===== config.mk =====
export PLATFORM = sky130hd
export DESIGN_NAME = interrupt_ack_sequencer
export DESIGN_NICKNAME = d
export VERILOG_FILES = /design/src/rtl/interrupt_ack_sequencer_pkg.sv /design/src/rtl/interrupt_ack_sequencer_priority_resolver.sv /design/src/rtl/interrupt_ack_sequencer.sv
export SDC_FILE = /design/constraint.sdc
export NUM_CORES = 1
export LEC_CHECK = 0
export ABC_CLOCK_PERIOD_IN_PS = 7300
export CAP_MARGIN = 0
export CORE_MARGIN = 3
export CORE_UTILIZATION = 52
export DETAILED_ROUTE_END_ITERATION = 7
export PLACE_DENSITY_LB_ADDON = 0.08
export SETUP_SLACK_MARGIN = 0.02
export SYNTH_ARGS = -nofsm -noshare
export SYNTH_HDL_FRONTEND = slang
export SYNTH_SLANG_ARGS = --single-unit

===== constraint.sdc =====
create_clock -name clock -period 7.3 [get_ports clock]
set_clock_uncertainty 0.15 [all_clocks]
set_input_delay 1.46 -clock clock [delete_from_list [all_inputs] [get_ports clock]]
set_output_delay 1.46 -clock clock [all_outputs]
set_load 0.01 [all_outputs]

===== src/rtl/interrupt_ack_sequencer_pkg.sv =====
// Shared constants and helpers for the interrupt acknowledge sequencer:
// FSM state codes, level count and 8-bit rotate / priority-scan helpers.
package pic_pkg;

    localparam int LEVELS = 8;

    localparam logic [1:0] ST_IDLE    = 2'd0;
    localparam logic [1:0] ST_PENDING = 2'd1;
    localparam logic [1:0] ST_ACK1    = 2'd2;
    localparam logic [1:0] ST_ACK2    = 2'd3;

    // Rotate right: bit 'amount' of the input ends up at bit 0.
    function automatic logic [7:0] rotr8(input logic [7:0] value, input logic [2:0] amount);
        logic [15:0] both;
        both = {value, value} >> amount;
        return both[7:0];
    endfunction

    // Rotate left: bit 0 of the input ends up at bit 'amount'.
    function automatic logic [7:0] rotl8(input logic [7:0] value, input logic [2:0] amount);
        logic [15:0] both;
        both = {value, value} << amount;
        return both[15:8];
    endfunction

    // Index of the lowest set bit; 0 when the vector is empty.
    function automatic logic [2:0] first_one8(input logic [7:0] value);
        logic [2:0] idx;
        idx = 3'd0;
        for (int i = 7; i >= 0; i--) begin
            if (value[i]) begin
                idx = 3'(i);
            end
        end
        return idx;
    endfunction

    function automatic logic [7:0] onehot8(input logic [2:0] idx);
        return 8'h01 << idx;
    endfunction

endpackage


===== src/rtl/interrupt_ack_sequencer_priority_resolver.sv =====
// Combinational priority resolver: finds the highest-priority pending request
// and the highest-priority in-service level under the current rotation, and
// decides whether the request may interrupt the CPU.
module priority_resolver
    import pic_pkg::*;
(
    input  logic [7:0] interrupt_request,
    input  logic [7:0] in_service_register,
    input  logic [2:0] priority_rotate,
    output logic       cand_valid,
    output logic [2:0] cand_level,
    output logic       isr_valid,
    output logic [2:0] isr_top,
    output logic       qualify
);

    logic [2:0] shift_s;
    logic [7:0] req_rot_s;
    logic [7:0] isr_rot_s;
    logic [2:0] cand_rank_s;
    logic [2:0] isr_rank_s;

    // Rotate so the highest-priority level sits at bit 0, scan, then map back.
    always_comb begin
        shift_s     = priority_rotate + 3'd1;
        req_rot_s   = rotr8(interrupt_request, shift_s);
        isr_rot_s   = rotr8(in_service_register, shift_s);
        cand_rank_s = first_one8(req_rot_s);
        isr_rank_s  = first_one8(isr_rot_s);
        cand_level  = cand_rank_s + shift_s;
        isr_top     = isr_rank_s + shift_s;
        cand_valid  = |interrupt_request;
        isr_valid   = |in_service_register;
        if (!cand_valid) begin
            qualify = 1'b0;
        end else if (!isr_valid) begin
            qualify = 1'b1;
        end else begin
            qualify = (cand_rank_s < isr_rank_s);
        end
    end

endmodule


===== src/rtl/interrupt_ack_sequencer.sv =====
// Interrupt acknowledge sequencer: raises INT for a qualifying request, runs
// the two-pulse INTA handshake (ISR set strobe, then vector), and turns EOI
// commands and automatic EOI into ISR clear masks and rotation updates.
module interrupt_ack_sequencer
    import pic_pkg::*;
#(
    parameter int NUM_LEVELS = 8,
    parameter int VEC_LSB_W  = 3
) (
    input  logic                              clock,
    input  logic                              reset_n,
    input  logic [NUM_LEVELS-1:0]             interrupt_request,
    input  logic [NUM_LEVELS-1:0]             in_service_register,
    input  logic [VEC_LSB_W-1:0]              priority_rotate,
    input  logic                              inta_strobe,
    input  logic                              eoi_command,
    input  logic                              eoi_specific,
    input  logic [VEC_LSB_W-1:0]              eoi_level,
    input  logic                              rotate_on_eoi,
    input  logic                              auto_eoi_mode,
    input  logic [NUM_LEVELS-VEC_LSB_W-1:0]   vector_base,
    output logic                              interrupt_to_cpu,
    output logic                              latch_in_service,
    output logic [NUM_LEVELS-1:0]             interrupt,
    output logic [NUM_LEVELS-1:0]             clear_request,
    output logic [NUM_LEVELS-1:0]             end_of_interrupt,
    output logic                              rotate_load,
    output logic [VEC_LSB_W-1:0]              rotate_value,
    output logic [NUM_LEVELS-1:0]             vector_out,
    output logic                              vector_valid
);

    logic [1:0]           state_r;
    logic [1:0]           next_state_s;
    logic [VEC_LSB_W-1:0] level_r;
    logic                 spurious_r;

    logic                 cand_valid_s;
    logic [2:0]           cand_level_s;
    logic                 isr_valid_s;
    logic [2:0]           isr_top_s;
    logic                 qualify_s;

    logic                 ack1_entry_s;
    logic                 ack2_fire_s;
    logic [7:0]           set_mask_s;
    logic [2:0]           eoi_target_s;
    logic                 eoi_hit_s;
    logic                 rotate_hit_s;
    logic [7:0]           eoi_mask_s;
    logic [7:0]           aeoi_mask_s;

    priority_resolver u_resolver (
        .interrupt_request   (interrupt_request),
        .in_service_register (in_service_register),
        .priority_rotate     (priority_rotate),
        .cand_valid          (cand_valid_s),
        .cand_level          (cand_level_s),
        .isr_valid           (isr_valid_s),
        .isr_top             (isr_top_s),
        .qualify             (qualify_s)
    );

    // Next-state decode; INTA in IDLE and ACK1 has no effect.
    always_comb begin
        next_state_s = state_r;
        case (state_r)
            ST_IDLE: begin
                if (qualify_s) begin
                    next_state_s = ST_PENDING;
                end else begin
                    next_state_s = ST_IDLE;
                end
            end
            ST_PENDING: begin
                if (inta_strobe) begin
                    next_state_s = ST_ACK1;
                end else if (!qualify_s) begin
                    next_state_s = ST_IDLE;
                end else begin
                    next_state_s = ST_PENDING;
                end
            end
            ST_ACK1: begin
                next_state_s = ST_ACK2;
            end
            ST_ACK2: begin
                if (inta_strobe) begin
                    next_state_s = ST_IDLE;
                end else begin
                    next_state_s = ST_ACK2;
                end
            end
            default: begin
                next_state_s = ST_IDLE;
            end
        endcase
    end

    // Handshake strobes and EOI/AEOI clear masks for the next cycle.
    always_comb begin
        ack1_entry_s = (state_r == ST_PENDING) && inta_strobe;
        ack2_fire_s  = (state_r == ST_ACK2) && inta_strobe;
        if (ack1_entry_s && cand_valid_s) begin
            set_mask_s = onehot8(cand_level_s);
        end else begin
            set_mask_s = 8'h00;
        end
        if (eoi_specific) begin
            eoi_target_s = eoi_level;
        end else begin
            eoi_target_s = isr_top_s;
        end
        // A non-specific EOI with nothing in service has no target at all.
        eoi_hit_s    = eoi_command && (eoi_specific || isr_valid_s);
        rotate_hit_s = eoi_hit_s && rotate_on_eoi;
        if (eoi_hit_s) begin
            eoi_mask_s = onehot8(eoi_target_s);
        end else begin
            eoi_mask_s = 8'h00;
        end
        if (ack2_fire_s && auto_eoi_mode && !spurious_r) begin
            aeoi_mask_s = onehot8(level_r);
        end else begin
            aeoi_mask_s = 8'h00;
        end
    end

    // Sequencer state, latched level and all registered outputs.
    always_ff @(posedge clock) begin
        if (!reset_n) begin
            state_r          <= ST_IDLE;
            level_r          <= 3'd0;
            spurious_r       <= 1'b0;
            interrupt_to_cpu <= 1'b0;
            latch_in_service <= 1'b0;
            interrupt        <= 8'h00;
            clear_request    <= 8'h00;
            end_of_interrupt <= 8'h00;
            rotate_load      <= 1'b0;
            rotate_value     <= 3'd0;
            vector_out       <= 8'h00;
            vector_valid     <= 1'b0;
        end else begin
            state_r          <= next_state_s;
            interrupt_to_cpu <= (state_r == ST_PENDING) && (next_state_s == ST_PENDING);
            if (ack1_entry_s) begin
                level_r    <= cand_valid_s ? cand_level_s : 3'd7;
                spurious_r <= !cand_valid_s;
            end
            latch_in_service <= ack1_entry_s && cand_valid_s;
            interrupt        <= set_mask_s;
            clear_request    <= set_mask_s;
            vector_valid     <= ack2_fire_s;
            vector_out       <= ack2_fire_s ? {vector_base, level_r} : 8'h00;
            end_of_interrupt <= eoi_mask_s | aeoi_mask_s;
            rotate_load      <= rotate_hit_s;
            if (rotate_hit_s) begin
                rotate_value <= eoi_target_s;
            end
        end
    end

endmodule


# ---- Yosys cells after proc, flatten, opt, wreduce, memory -nomap -nowiden
# Index checks and enable logic that the tools add are counted.
dict set report classes {
  add_sub_neg 3
  n_lt_le_gt_ge 1
  n_eq_ne 4
  shifts 5
  n_mux 26
  bitwise_logic 1
  reduce_logical 16
}
# op n
set op_table {}
lappend op_table {{3-bit two-way mux} 18}
lappend op_table {{16-bit by 3-bit right shift with 8-bit output} 2}
lappend op_table {{1-bit by 3-bit << shifter with 8-bit output, first input constant} 3}
lappend op_table {{8-bit two-way mux} 2}
lappend op_table {{8-bit OR reduction} 2}
lappend op_table {{1-bit logical AND} 8}
lappend op_table {{8-bit OR} 1}
lappend op_table {{2-bit one-hot mux with 4 select lines} 1}
lappend op_table {{3-bit adder} 2}
lappend op_table {{2-bit by 1-bit == test with 1-bit output, second input constant} 2}
lappend op_table {{2-bit == test, second input constant} 2}
lappend op_table {{2-bit two-way mux} 2}
lappend op_table {{2-bit AND reduction} 2}
lappend op_table {{3-bit by 1-bit adder with 3-bit output, second input constant} 1}
lappend op_table {{3-bit less-than comparator} 1}
lappend op_table {{1-bit two-way mux} 3}
lappend op_table {{1-bit zero test} 2}
lappend op_table {{2-bit zero test} 1}
lappend op_table {{1-bit logical OR} 1}
dict set report word_totals {
  regBits 37
}

# ---- Logic depth before layout (Yosys ltp)
# Gate-level depths: netlist of the first run.
dict set report depth {
  word_depth 18
  depth_mapped 18
}

# ---- Hierarchy
# A second synthesis of the first run with hierarchy kept.
dict set report hier_totals {
  hier_cells 260
  hier_area_um2 2607.5
}
# module n_inst cells_per_inst area_each_um2 seq_area_each_um2
set modules_own_cells {}
lappend modules_own_cells {interrupt_ack_sequencer 1 142 1501.4 740.7}
lappend modules_own_cells {priority_resolver 1 118 1106.1 0.0}

# ---- Least setup slack after synthesis of the first run
# Ideal clock, no wire load.
dict set report synth_timing {
  path_type {input-to-reg}
  start {input port priority_rotate[0]}
  end {register end_of_interrupt[6]}
  setup_ns 0.135
  arrival_time_ns 4.462
  slack_ns 2.553
  stages 15
  n_path_buf 2
  cell_sequence {ha_1 buf_6 buf_6 clkinv_1 mux4_2 o32ai_1 a211oi_1 inv_1 ha_1 inv_1 fa_1 nor4_1 mux2i_1 o211ai_1 o22ai_1}
}
dict set report synth_via {
  elab_chain_len 15
}
# element line_no
set synth_lines {}
lappend synth_lines {{start, declared} interrupt_ack_sequencer.sv:14} ;# input logic [VEC_LSB_W-1:0] priority_rotate,
lappend synth_lines {{3-bit by 1-bit adder with 3-bit output *} interrupt_ack_sequencer_priority_resolver.sv:25} ;# shift_s = priority_rotate + 3'd1;
lappend synth_lines {{16-bit by 3-bit right shift with 8-bit output} interrupt_ack_sequencer_pkg.sv:15} ;# both = {value, value} >> amount;
lappend synth_lines {{3-bit two-way mux (8 in series)} interrupt_ack_sequencer_pkg.sv:31} ;# if (value[i]) begin
lappend synth_lines {{3-bit adder *} interrupt_ack_sequencer_priority_resolver.sv:31} ;# isr_top = isr_rank_s + shift_s;
lappend synth_lines {{3-bit two-way mux *} interrupt_ack_sequencer.sv:109} ;# if (eoi_specific) begin
lappend synth_lines {{1-bit by 3-bit << shifter with 8-bit output *} interrupt_ack_sequencer_pkg.sv:39} ;# return 8'h01 << idx;
lappend synth_lines {{8-bit two-way mux *} interrupt_ack_sequencer.sv:117} ;# if (eoi_hit_s) begin
lappend synth_lines {{8-bit OR *} interrupt_ack_sequencer.sv:156} ;# end_of_interrupt <= eoi_mask_s | aeoi_mask_s;
lappend synth_lines {{end signal, assigned} interrupt_ack_sequencer.sv:156}
lappend synth_lines {{end, declared} interrupt_ack_sequencer.sv:26} ;# output logic [NUM_LEVELS-1:0] end_of_interrupt,
# Mark *: on every way between the ends. The rest lies on a longest branch, timed or not.
# A chain may end at the register's enable or synchronous reset.

# ---- Worst setup path after layout of the first run
dict set report layout_timing {
  start {input port priority_rotate[0]}
  end {register end_of_interrupt[5]}
}
# Same word-level chain as after synthesis.

==> reports/qor.csv, run 1 <==
stage,metric,value,unit
sta,slew_violations,0,
critical_path,worst-path-max-fanout,27,
grt,grt_pass1_vias,2377,
logic_synthesis,synth_top_family_by_area,compound AO/OA/AOI/OAI gates,
routing,drt-initial-drc-count,200,
grt,grt_pass1_wl,11000,um
critical_path,crit_arrival,5.71,ns
placement,port_buffers,72,
grt,antenna_found_initial,0,
grt,grt_use_total,21.8,%
cts,h-tree-depth,2,
final_layout,final_cell_mix,"72 x clkdlybuf4s50_1, 37 x dfxtp_1, 29 x nor2_1",
logic_synthesis,syn-instance-count,324,
logic_synthesis,yosys_warnings,0,
power_and_ir_drop,power.leakage,1.31,nW
routing,vias,2630,
routing,via_per_inst,5.90,
routing,dr.pass1.iters,5,
final_layout,syn2layout_area_growth,28.3,%
sta,maxSlewHeadroom,32.7,%
sta,fin_crit_sh,78.2,%
routing,wl,6480,um
logic_synthesis,ys_seq_area_share,28.0,%
sta,clock.fmax,175,MHz
die,die_h,77.3,um
logic_synthesis,ys_types,64,
logic_synthesis,ys_async_sr_fraction,0,%
cts,cts_tree,yes,
logic_synthesis,ys.flop_type,dfxtp_1,
grt,overflow,0,
sta,fin_tns_setup,0,ns
critical_path,cp.required,7.29,ns
placement,place.gp.congestion,0.949,
cts,ctsResizeCount,0,
sta,hold_viol,0,
cts,worstSkewPairLatency,0.28,ns
sta,worstMarginPinSlew,1.00,ns
final_layout,nNetsFinal,419,
power_and_ir_drop,fin_total_pwr,0.571,mW
die,start_util,54.9,%
logic_synthesis,synth-compound-area-share,24.8,%
final_layout,antenna_cells,0,
cts,cts_buffers,5,
grt,grt_max_degree,28,
die,rows,25,
critical_path,worst_setup_path_end_kind,flop,
final_layout,drive_gt1_share,6.86,%
die,dieArea,5980,um^2
final_layout,final_common_cell,clkdlybuf4s50_1,
min_path,hold_depth,2,
min_path,hold_class,reg2reg,
die,die_w,77.3,um
logic_synthesis,yosys.area_share.adder,3.88,%
critical_path,reg2regPathDepth,6,
power_and_ir_drop,powerDensity,168,nW/um^2
power_and_ir_drop,peakVddDrop,0.0724,mV
cts,cts_sinks,37,
cts,clk_pin_slew,0.07,ns
sta,setup_violations,0,
flow_run,cap_violations,0,
die,io_pins,73,
status,status,"finished, final reports clean",
logic_synthesis,synth-seq-cells,37,
routing,drc,0,
logic_synthesis,netlist_area,2650,um^2
logic_synthesis,yosys-mux-area-fraction,11.2,%
sta,rsz0062_at_grt,false,
logic_synthesis,yosys.area_share.simple,22.7,%
logic_synthesis,synth_edf_count,0,
cts,cts_setup_buffers,0,
critical_path,crit_type,in2reg,
cts,root_buffer,clkbuf_8,
logic_synthesis,synthXorXnorAreaFrac,1.32,%
die,core,4820,um^2
routing,wire_per_inst,14.5,um
logic_synthesis,syn_nets,365,
critical_path,worst_setup_path_start_kind,input port,
sta,min_period,5.71,ns
placement,hpwlAfterDp,4940,um
logic_synthesis,avgSynthCellArea,8.17,um^2
cts,clock_path_buffers,2,
cts,cts_hold_repair.buffers,0,
routing,ant_nets,0,
## synth_stat cells, types with 3 or more instances
master | count | area share, %
and3_1 | 3 | 0.71
o32ai_1 | 3 | 0.99
nor4_1 | 5 | 1.2
buf_6 | 3 | 1.3
mux2_2 | 4 | 1.7
mux2i_1 | 19 | 7.2
clkbuf_1 | 14 | 2.0
a32oi_1 | 3 | 0.99
and2_1 | 14 | 3.3
dfxtp_1 | 37 | 28
nand4_1 | 3 | 0.71
nand2_1 | 25 | 3.5
a21oi_1 | 17 | 3.2
nand2b_1 | 3 | 0.71
o211ai_1 | 10 | 2.8
nor2b_1 | 5 | 1.2
inv_1 | 15 | 2.1
o21a_1 | 5 | 1.4
buf_4 | 8 | 2.3
o22ai_1 | 11 | 2.6
nor2_1 | 29 | 4.1
o21ai_0 | 9 | 1.7
ha_1 | 5 | 2.4
nand3_1 | 12 | 2.3
o211a_1 | 4 | 1.5
## final cells by class
| cell class | instances | area [um^2] |
|---|---|---|
| Clock inverter | 3 | 17.5 |
| Inverter | 16 | 60.1 |
| Fill cell | 426 | 1420 |
| Multi-Input combinational cell | 244 | 1690 |
| Timing Repair Buffer | 74 | 736 |
| Sequential cell | 37 | 741 |
| Tap cell | 67 | 83.8 |
| Clock buffer | 5 | 68.8 |
## stage by stage
step	setup WS (ns)	cells	cell area [um^2]	hold WS [ns]	utilization [%]
after global routing	1.32	446	3400	0.368	70.5
after detailed placement	1.35	438	3310	0.311	68.7
after floorplan	2.55	324	2650	0.313	-
final	1.59	446	3400	0.328	70.5
after global placement	1.48	438	3310	0.300	68.7
after CTS	1.67	446	3400	0.327	70.5
## registers in the layout, summed over array words and instances, names as in the netlist
| name | count |
|---|---|
| clear_request | 8 |
| end_of_interrupt | 8 |
| interrupt_to_cpu | 1 |
| latch_in_service | 1 |
| level_r | 3 |
| rotate_load | 1 |
| rotate_value | 3 |
| spurious_r | 1 |
| state_r | 2 |
| vector_out | 8 |
| vector_valid | 1 |
## metal layers
| metal | global-route usage (%) | share of wire (%) | wire length (um) |
|---|---|---|---|
| met1 | 28.4 | 43 | 2780 |
| met2 | 37.2 | 48 | 3110 |
| met3 | 3.13 | 8.2 | 532 |
| met4 | 6.58 | 0.85 | 55 |
| met5 | 0 | 0 | 0 |
## worst paths after layout
path                                          from                  end  slack (ns)
worst max-delay path            priority_rotate[0]  end_of_interrupt[5]        1.59
worst min-delay path               rotate_value[2]      rotate_value[2]        0.33
worst max register to register          state_r[0]     clear_request[7]        5.59
worst min register to register     rotate_value[2]      rotate_value[2]        0.33
## cells by family (layout without fill, tap and decap cells)
family                     Yosys count  count (layout)
AOI/OAI and AO/OA                   92              92
buffers and inverters               43              98
muxes                               26              26
adders and majority gates            7               7
DFF                                 37              37
xor gates and xnor gates             4               4
and+or+nand+nor                    115             115
## report_power, final
part | total (mW) | internal (mW) | switching [mW]
clock network | 0.136 | 0.0658 | 0.0699
registers | 0.222 | 0.214 | 0.00853
logic | 0.213 | 0.0970 | 0.117
## worst max-delay path: stages
cell and delay, ns:
clkdlybuf4s50_1 0.39, buf_4 0.21, ha_1 0.54, buf_4 0.40, nor2b_1 0.10, a2111oi_0 0.36
a311oi_1 0.10, o32ai_1 0.35, a211oi_1 0.17, inv_1 0.08, ha_1 0.13, inv_1 0.05
fa_1 0.46, nor4_1 0.30, mux2i_1 0.13, o211ai_1 0.34, o22ai_1 0.13
Power figures use the tool's default switching activity.
==> run 2: changes to the inputs <==
- ABC_CLOCK_PERIOD_IN_PS: 7300 -> 4700
- CORE_UTILIZATION: 52 -> 44
- clock period: 7.3 -> 4.7 ns (I/O delays scaled with it)
==> run 2 against run 1 <==
  * Sequential share of layout area fell by 1.6 points
  * Critical path depth decreased by 2
  * Non-clock buffer count up 29
  * Cell count is 7.6% higher
  * Worst hold slack lost 0.010 ns
  * Routed wire length up 6.0%
  * Via count is 2.6% higher
  * Highest routed layer unchanged
==> reports/qor.csv, run 2 (synthesis gave the netlist of run 1 again) <==
stage,metric,value,unit
die,dieArea,6980,um^2
routing,wire_per_inst,14.3,um
critical_path,cp.required,4.74,ns
grt,grt_max_degree,24,
power_and_ir_drop,combPwrFrac,40.9,%
sta,slew_violations,0,
final_layout,nNetsFinal,448,
critical_path,worst-path-max-fanout,15,
cts,cts_sinks,37,
sta,setup_violations,0,
final_layout,final_cells,480,
grt,grt_pass1_wl,11800,um
critical_path,crit_type,in2reg,
power_and_ir_drop,powerDensity,255,nW/um^2
power_and_ir_drop,pwr-share-clk,22.0,%
power_and_ir_drop,power.leakage,1.46,nW
sta,worstMarginPinSlew,0.637,ns
sta,min_period,4.35,ns
power_and_ir_drop,peakVddDrop,0.175,mV
grt,overflow,0,
sta,setup_ws,0.346,ns
grt,antenna_found_initial,0,
routing,drc,0,
placement,place_ws,-0.194,ns
power_and_ir_drop,seqPwrFrac,37.1,%
sta,timing.hold.ws,0.317,ns
sta,rsz0062_at_grt,false,
power_and_ir_drop,p_int,0.625,mW
critical_path,r2r_start,state_r[0],
routing,dr.pass1.iters,4,
die,die_w,83.6,um
critical_path,r2r-end,clear_request[7],
die,core,5680,um^2
cts,cts_buffers,5,
min_path,hold_depth,2,
cts,cts_hold_repair.buffers,0,
critical_path,reg2reg_setup_slack,3.01,ns
sta,maxSlewHeadroom,57.4,%
cts,clock_path_buffers,2,
min_path,hold_class,reg2reg,
sta,clock.fmax,230,MHz
final_layout,final_common_cell,clkdlybuf4s50_1,
placement,dp_cells,471,
routing,ant_nets,0,
placement,place.gp.congestion,0.915,
power_and_ir_drop,power.net_switching,0.307,mW
placement,port_buffers,72,
routing,drt-initial-drc-count,145,
die,die_h,83.6,um
status,status,"finished, final reports clean",
final_layout,syn2layout_area_growth,38.2,%
die,rows,27,
critical_path,worst_setup_path_end_kind,flop,
final_layout,drive_gt1_share,14.0,%
critical_path,reg2regPathDepth,6,
grt,grt_use_total,19.7,%
sta,fin_tns_setup,0,ns
sta,hold_viol,0,
grt,grt_pass1_vias,2578,
flow_run,cap_violations,0,
cts,worstSkewPairLatency,0.28,ns
sta,fin_crit_sh,92.6,%
final_layout,antenna_cells,0,
routing,wl,6870,um
final_layout,final_cell_mix,"72 x clkdlybuf4s50_1, 37 x dfxtp_1, 29 x nor2_1, 29 x buf_4, 25 x nand2_1",
cts,h-tree-depth,2,
cts,clk_pin_slew,0.07,ns
placement,hpwlAfterDp,5390,um
critical_path,crit_arrival,4.40,ns
power_and_ir_drop,switching_share,32.9,%
min_path,hp-start,rotate_value[2],
critical_path,worst_setup_path_start_kind,input port,
min_path,hold_end,rotate_value[2],
routing,vias,2698,
cts,cts_tree,yes,
die,start_util,46.6,%
die,io_pins,73,
final_layout,top_regs,"clear_request: 8 flops, end_of_interrupt: 8 flops, vector_out: 8 flops",
routing,via_per_inst,5.62,
final_layout,fill_cells,511,
cts,root_buffer,clkbuf_8,
[run 2: final cells by class]
type | instances | area, um^2 | share of cell area, %
clock inverters | 2 | 10.0 | 0.274
flip-flops and latches | 37 | 741 | 20.3
well taps | 72 | 90.1 | 2.46
clock buffers | 6 | 72.6 | 1.98
inverters | 16 | 60.1 | 1.64
repair buffers | 103 | 978 | 26.8
multi-input cells | 244 | 1700 | 46.6
[run 2: how the worst max path moves through the flow]
stage                                  start                  end  slack [ns]  cells after the start
final                     priority_rotate[0]  end_of_interrupt[3]        0.35                     15
after global routing      priority_rotate[0]  end_of_interrupt[3]        0.05                     15
after CTS                 priority_rotate[0]  end_of_interrupt[6]        0.14                     16
after detailed placement  priority_rotate[0]  end_of_interrupt[6]       -0.19                     16
after global placement    priority_rotate[0]  end_of_interrupt[6]        0.03                     16
after floorplan           priority_rotate[0]  end_of_interrupt[6]        0.47                     15
[run 2: repair_timing]
item / CTS / global route
buffers inserted: 0 / 1
resized for setup: 0 / 5
setup endpoints to repair: 0 / 11
[run 2: power by group through the flow]
| stage | combinational (mW) | sequential, mW | clock [mW] |
|---|---|---|---|
| floorplan | 0.231 | 0.352 | 0 |
| global placement | 0.369 | 0.352 | 0 |
| detailed placement | 0.373 | 0.353 | 0 |
| CTS | 0.375 | 0.346 | 0.211 |
| global route | 0.421 | 0.348 | 0.224 |
| finish | 0.381 | 0.346 | 0.206 |
[run 2: critical path: stages]
cell             delay [ns]
clkdlybuf4s50_1        0.42
ha_1                   0.33
buf_12                 0.15
buf_4                  0.18
mux2i_1                0.27
nor2_1                 0.06
a2111oi_0              0.37
buf_4                  0.18
nor3_1                 0.04
o22ai_1                0.29
fa_2                   0.50
mux2i_1                0.21
and3_1                 0.21
nand2_1                0.08
o22ai_1                0.17
[run 2: metal layers]
metal	share of wire, %	vias up	global-route usage, %
met5	0	-	0
met4	0.70	0	5.56
met3	6.6	4	3.06
met2	49	83	33.6
met1	43	1257	25.6
li1	-	1354	-
[run 2: metrics by stage]
stage	power [mW]	cell area [um^2]	utilization (%)
5_1_grt	0.994	3660	64.4
4_1_cts	0.932	3630	64.0
3_3_place_gp	0.721	3550	62.6
3_5_place_dp	0.726	3550	62.6
6_report	0.932	3660	64.4
2_1_floorplan	0.583	2650	-
==> run 3: changes to the inputs <==
- CTS_CLUSTER_SIZE: default -> 8
==> results of run 3 <==
The final DEF is identical to that of run 2; final timing and power are the same.
